### config.mk
export PLATFORM = sky130hd
export DESIGN_NAME = dbus_arbiter
export DESIGN_NICKNAME = d
export VERILOG_FILES = /design/src/rtl/dbus_arbiter.sv
export SDC_FILE = /design/constraint.sdc
export NUM_CORES = 1
export LEC_CHECK = 0
export ABC_AREA = 1
export BUFFER_PORTS_ARGS = -buffer_cell sky130_fd_sc_hd__buf_2
export CAP_MARGIN = 10
export CELL_PAD_IN_SITES_DETAIL_PLACEMENT = 0
export CELL_PAD_IN_SITES_GLOBAL_PLACEMENT = 1
export CORE_AREA = 10 10 234 236
export CTS_CLUSTER_SIZE = 40
export DETAILED_ROUTE_END_ITERATION = 12
export DIE_AREA = 0 0 244 246
export PLACE_DENSITY = 0.52
export SLEW_MARGIN = 20
export SYNTH_ARGS = -nofsm -noshare
export SYNTH_HDL_FRONTEND = slang
export SYNTH_SLANG_ARGS = --single-unit
### constraint.sdc
create_clock -name clk -period 2 [get_ports clk]
set_input_delay 0 -clock clk [delete_from_list [all_inputs] [get_ports clk]]
set_output_delay 0 -clock clk [all_outputs]
set_load 0.02 [all_outputs]
### src/rtl/dbus_arbiter.sv
// dbus_arbiter: shares one data-bus port between N_MASTERS requesters, one whole transaction at a time.
// Define DBUS_ARB_RR_EN for round-robin arbitration; by default master 0 has fixed highest priority.
package dbus_pkg;
    typedef struct packed {
        logic        valid;
        logic [63:0] addr;
        logic [2:0]  size;
        logic [7:0]  strobe;
        logic [63:0] data;
    } dbus_req_t;

    typedef struct packed {
        logic        addr_ok;
        logic        data_ok;
        logic [63:0] data;
    } dbus_resp_t;
endpackage

module dbus_arbiter
    import dbus_pkg::*;
#(
    parameter int N_MASTERS = 2,
    localparam int IDX_W = $clog2(N_MASTERS)
) (
    input  logic             clk,
    input  logic             rst,
    input  dbus_req_t        mreq  [N_MASTERS],
    output dbus_resp_t       mresp [N_MASTERS],
    output dbus_req_t        dreq,
    input  dbus_resp_t       dresp,
    output logic [IDX_W-1:0] owner,
    output logic             busy
);
    // Handshake: a master's request is taken when it wins arbitration in IDLE; the master keeps
    // valid and all fields stable until it sees data_ok, which ends the grant.
    typedef enum logic {IDLE = 1'b0, BUSY = 1'b1} state_t;

    state_t           state;
    logic [IDX_W-1:0] owner_q;
    logic [IDX_W-1:0] last_q;
    logic [IDX_W-1:0] winner;
    logic             any_valid;

`ifdef DBUS_ARB_RR_EN
    logic [IDX_W-1:0] cand;

    // Search starts just after the last completed winner and wraps.
    always_comb begin
        winner    = '0;
        any_valid = 1'b0;
        cand      = '0;
        for (int k = 1; k <= N_MASTERS; k++) begin
            cand = IDX_W'((int'(last_q) + k) % N_MASTERS);
            if (!any_valid && mreq[cand].valid) begin
                winner    = cand;
                any_valid = 1'b1;
            end
        end
    end
`else
    logic last_unused;
    assign last_unused = ^last_q;

    always_comb begin
        winner    = '0;
        any_valid = 1'b0;
        for (int k = N_MASTERS - 1; k >= 0; k--) begin
            if (mreq[k].valid) begin
                winner    = IDX_W'(k);
                any_valid = 1'b1;
            end
        end
    end
`endif

    always_ff @(posedge clk or negedge rst) begin
        if (!rst) begin
            state   <= IDLE;
            owner_q <= '0;
            last_q  <= IDX_W'(N_MASTERS - 1);
        end else begin
            case (state)
                IDLE: begin
                    if (any_valid) begin
                        state   <= BUSY;
                        owner_q <= winner;
                    end
                end
                BUSY: begin
                    // The grant is held even if the owner drops valid early.
                    if (dresp.data_ok) begin
                        state  <= IDLE;
                        last_q <= owner_q;
                    end
                end
                default: state <= IDLE;
            endcase
        end
    end

    always_comb begin
        dreq = '0;
        for (int j = 0; j < N_MASTERS; j++) begin
            mresp[j] = '0;
            if (rst && state == BUSY && owner_q == IDX_W'(j)) begin
                dreq     = mreq[j];
                mresp[j] = dresp;
            end
        end
    end

    assign busy  = (state == BUSY);
    assign owner = owner_q;
endmodule

After elaboration in Yosys (flattened, before gate mapping) --
Index checks and enable logic that the tools add are counted.
Word-level totals: flip-flop bits (word level) 2, bits of input ports 348, output and inout port bits 274, logic and storage cells 18
Operators by class: muxes and demuxes 10, bitwise gates (word level) 2, reduce and logical (&&, ||, !) cells 4
Operators with widths (number):
- $mux W140 | 2
- $mux W66 | 2
- $mux W1 | 5
- $logic_and A1 B1 Y1 | 3
- $not A1 Y1 | 2
- $pmux W1 S2 | 1
- $reduce_and A2 Y1 | 1

Logic depth before layout (Yosys ltp) --
depth in word-level cells 4, depth in mapped cells 6, depth with buffers taken out 3

Least setup slack after synthesis --
Ideal clock, no wire load.
path type register -> output, start register owner_q (netlist: owner), end output mresp[100] (netlist bit), arrival time 1398 ps, required time 2000 ps, setup slack 602 ps, stages on the path, launching flop included 7, path buffers 3, cell sequence dfrtp_1 > buf_2 > inv_2 > nand3_1 > buf_2 > buf_4 > nor2_1
RTL lines:
- start, declared | line 39 | logic [IDX_W-1:0] owner_q;
- start signal, assigned | line 86 | owner_q <= winner;
- end, declared | line 28 | output dbus_resp_t mresp [N_MASTERS],

==> results.yml <==
critical_path:
  critPathArrivalTime_ns: 1.74
  reg2reg_depth: 4
  r2r_start: "busy"
  slowest_delay_ns: 0.55
  crit_buf_inv: 2
  path_delay_family: "buffers and inverters"
  start_kind: "flop"
  r2r-end: "busy"
  crit_path_max_fanout: 66
  critPathSlowestCell: "buf_4"
  cp-end-kind: "output pin"
  crit_type: "reg2out"
  worstPathRequired_ns: 2.00
  crit_chain: "nand3_2 -> buf_4 -> nor2_1 -> buf_2"
  reg2reg_setup_slack_ns: 0.75
timing:
  period_share_pct: 86.9
  grt_setup_unrepaired: "false"
  finalClockSkew_ns: 0.00279
  finalSetupViolations: 0
  fin_crit_ns: 1.74
  relSlewSlack_pct: 51.5
  clock.fmax_mhz: 575
  slew_violations: 0
  setup_tns_ns: 0
  hold_viol_final: 0
  worst-slew-pin-transition_ns: 0.727
floorplan:
  die_h_um: 246
  pin_count: 622
  core_area_um2: 49900
  row_count: 82
  dieArea_um2: 60000
  floorplan.initialDensity_pct: 7.36
  die_x_um: 244
placed_design:
  place_area_um2: 7440
  hpwl_mm: 28.3
  portBuffers: 621
  dp_cells: 1954
  gp_congestion: 0.817
clocking:
  hold_buffers: 0
  htreeDepth: 1
  cts_setup_buffers: 0
  worstSkewPairLatency_ns: 0.22
  cts_tree: "built"
  cts.path.max_buffers: 2
  ctsResizeCount: 0
  cts.sinks: 2
  cts_buffers: 3
  clk_transition_reported_paths_ns: 0.03
  clockRootBuffer: "clkbuf_16"
pwr:
  internal_power_mw: 1.93
  clkPwrFrac_pct: 5.2
  vdd_drop_max_v: 0.000809
  leakagePower_nw: 4.86
  p_sw_mw: 3.87
  power_density_nw_per_um2: 771
  netSwitchingFraction_pct: 66.7
  pwr-share-comb_pct: 93.0
  p_seq_share_pct: 1.8
drt:
  routed_wl_mm: 33.7
  routedWlPerCell_um: 17.2
  dr_total_vias: 7550
  vias_per_cell: 3.86
  firstDrtPassIters: 4
  ant_nets: 0
  drc: 0
  drtIter0Drc: 410
hold_path:
  holdPathStages: 3
  min_from: "mreq[279]"
  min_path_type: "in2reg"
  min_to: "busy"
grt:
  groute.usage.overall_pct: 9.95
  grt_pass1_wl_mm: 47.1
  gr-total-overflow: 0
  grt_max_degree: 98
  grt_pass1_vias: 7430
  antenna_found_initial: 3
finish:
  nets: 1635
  syn_to_final_growth_pct: 105
  seq_area_um2: 57.6
  layout-drive-gt1-share_pct: 51.3
  num-fill-cells: 5941
  fin_area_um2: 7520
  n_antenna_cell: 0
  multi_input_area_um2: 2820
  instances_no_fill: 1957
status:
  status: "completed"
logic_synthesis:
  syn-instance-count: 739
  yosysTopAreaCellShare_pct: 47.7
  synth.yosys.seq_area_share_pct: 1.36
  synth_most_common_cell: "nand4_1"
  synth_edf_count: 0
  avgSynthCellArea_um2: 4.97
  netlist_top_cells_area: "nand4_1, nand2_1, nor2_1"
  async_flop_share_pct: 100
  ys_warn_count: 0
  synth_largest_area_cell: "nand4_1"
  ys_ff_latch: 2
  synthFlopType: "dfrtp_1"
  synthTopCellsByCount: "nand4_1, nand2_1, nor2_1, buf_2, inv_1"
  syn_area_um2: 3670
  syn-num-nets: 1087
  synth_cell_types: 12
run:
  cap_violations: 0
[power groups by stage]
| stage | Clock [mW] | Combinational [mW] | Sequential (mW) |
|---|---|---|---|
| after floorplan | 0 | 3.41 | 0.0810 |
| after global placement | 0 | 5.56 | 0.104 |
| after detailed placement | 0 | 5.52 | 0.105 |
| after CTS | 0.305 | 5.53 | 0.105 |
| after global routing | 0.308 | 5.87 | 0.108 |
| final | 0.301 | 5.39 | 0.104 |
[worst max-delay path by stage]
stage	from	endpoint	slack (ns)	cells after the start
after detailed placement	busy	mresp[68]	0.48	4
after CTS	busy	mresp[68]	0.23	4
after global placement	busy	mresp[101]	0.51	4
after global routing	busy	mresp[68]	0.17	4
after floorplan	owner	mresp[100]	0.60	6
final	busy	mresp[68]	0.26	4
[placed cells by master (no fill, tap or decap), drive strengths merged]
master,count
nand3,3
nand2,143
dfrtp,2
buf,650
clkbuf,4
nor2,133
inv,69
nand4,280
a21oi,1
[sequential cells by signal, summed over array words and instances, names as in the netlist]
signal	cells
owner	1
busy	1
[cell type report]
cell class	count	area share, %
Tap cell	672	11.2
Inverter	69	3.48
Clock buffer	3	0.998
Multi-Input combinational cell	560	37.5
Sequential cell	2	0.765
Timing Repair Buffer	651	46.1
[metrics by stage]
| stage | total power [mW] | util [%] | worst slack, ns | hold WS, ns |
|---|---|---|---|---|
| after detailed placement | 5.63 | 14.9 | 0.476 | 0.287 |
| after global placement | 5.67 | 14.9 | 0.510 | 0.278 |
| after global routing | 6.29 | 15.1 | 0.169 | 0.0747 |
| after floorplan | 3.49 | - | 0.602 | -0.296 |
| after CTS | 5.94 | 15.1 | 0.232 | 0.0595 |
| final | 5.80 | 15.1 | 0.262 | 0.0590 |
[per-layer routing]
| layer | vias to the layer above | GRT usage (%) | share of wire, % |
|---|---|---|---|
| li1 | 3712 | - | - |
| met4 | 0 | 2.41 | 2.1 |
| met1 | 3390 | 10.3 | 36 |
| met5 | - | 0 | 0 |
| met3 | 32 | 2.81 | 8.7 |
| met2 | 416 | 19.3 | 53 |
[tightest hold or removal path, cell delays in order]
cell	delay (ns)
buf_2	0.10
nand2_1	0.05
nand3_1	0.08
[logic make-up after synthesis]
kind of cell,count (synthesis),synth area share (%)
simple gates,559,76.3
compound gates,1,0.136
flops,2,1.36
buf+inv,177,22.2
Power figures use the tool's default switching activity.
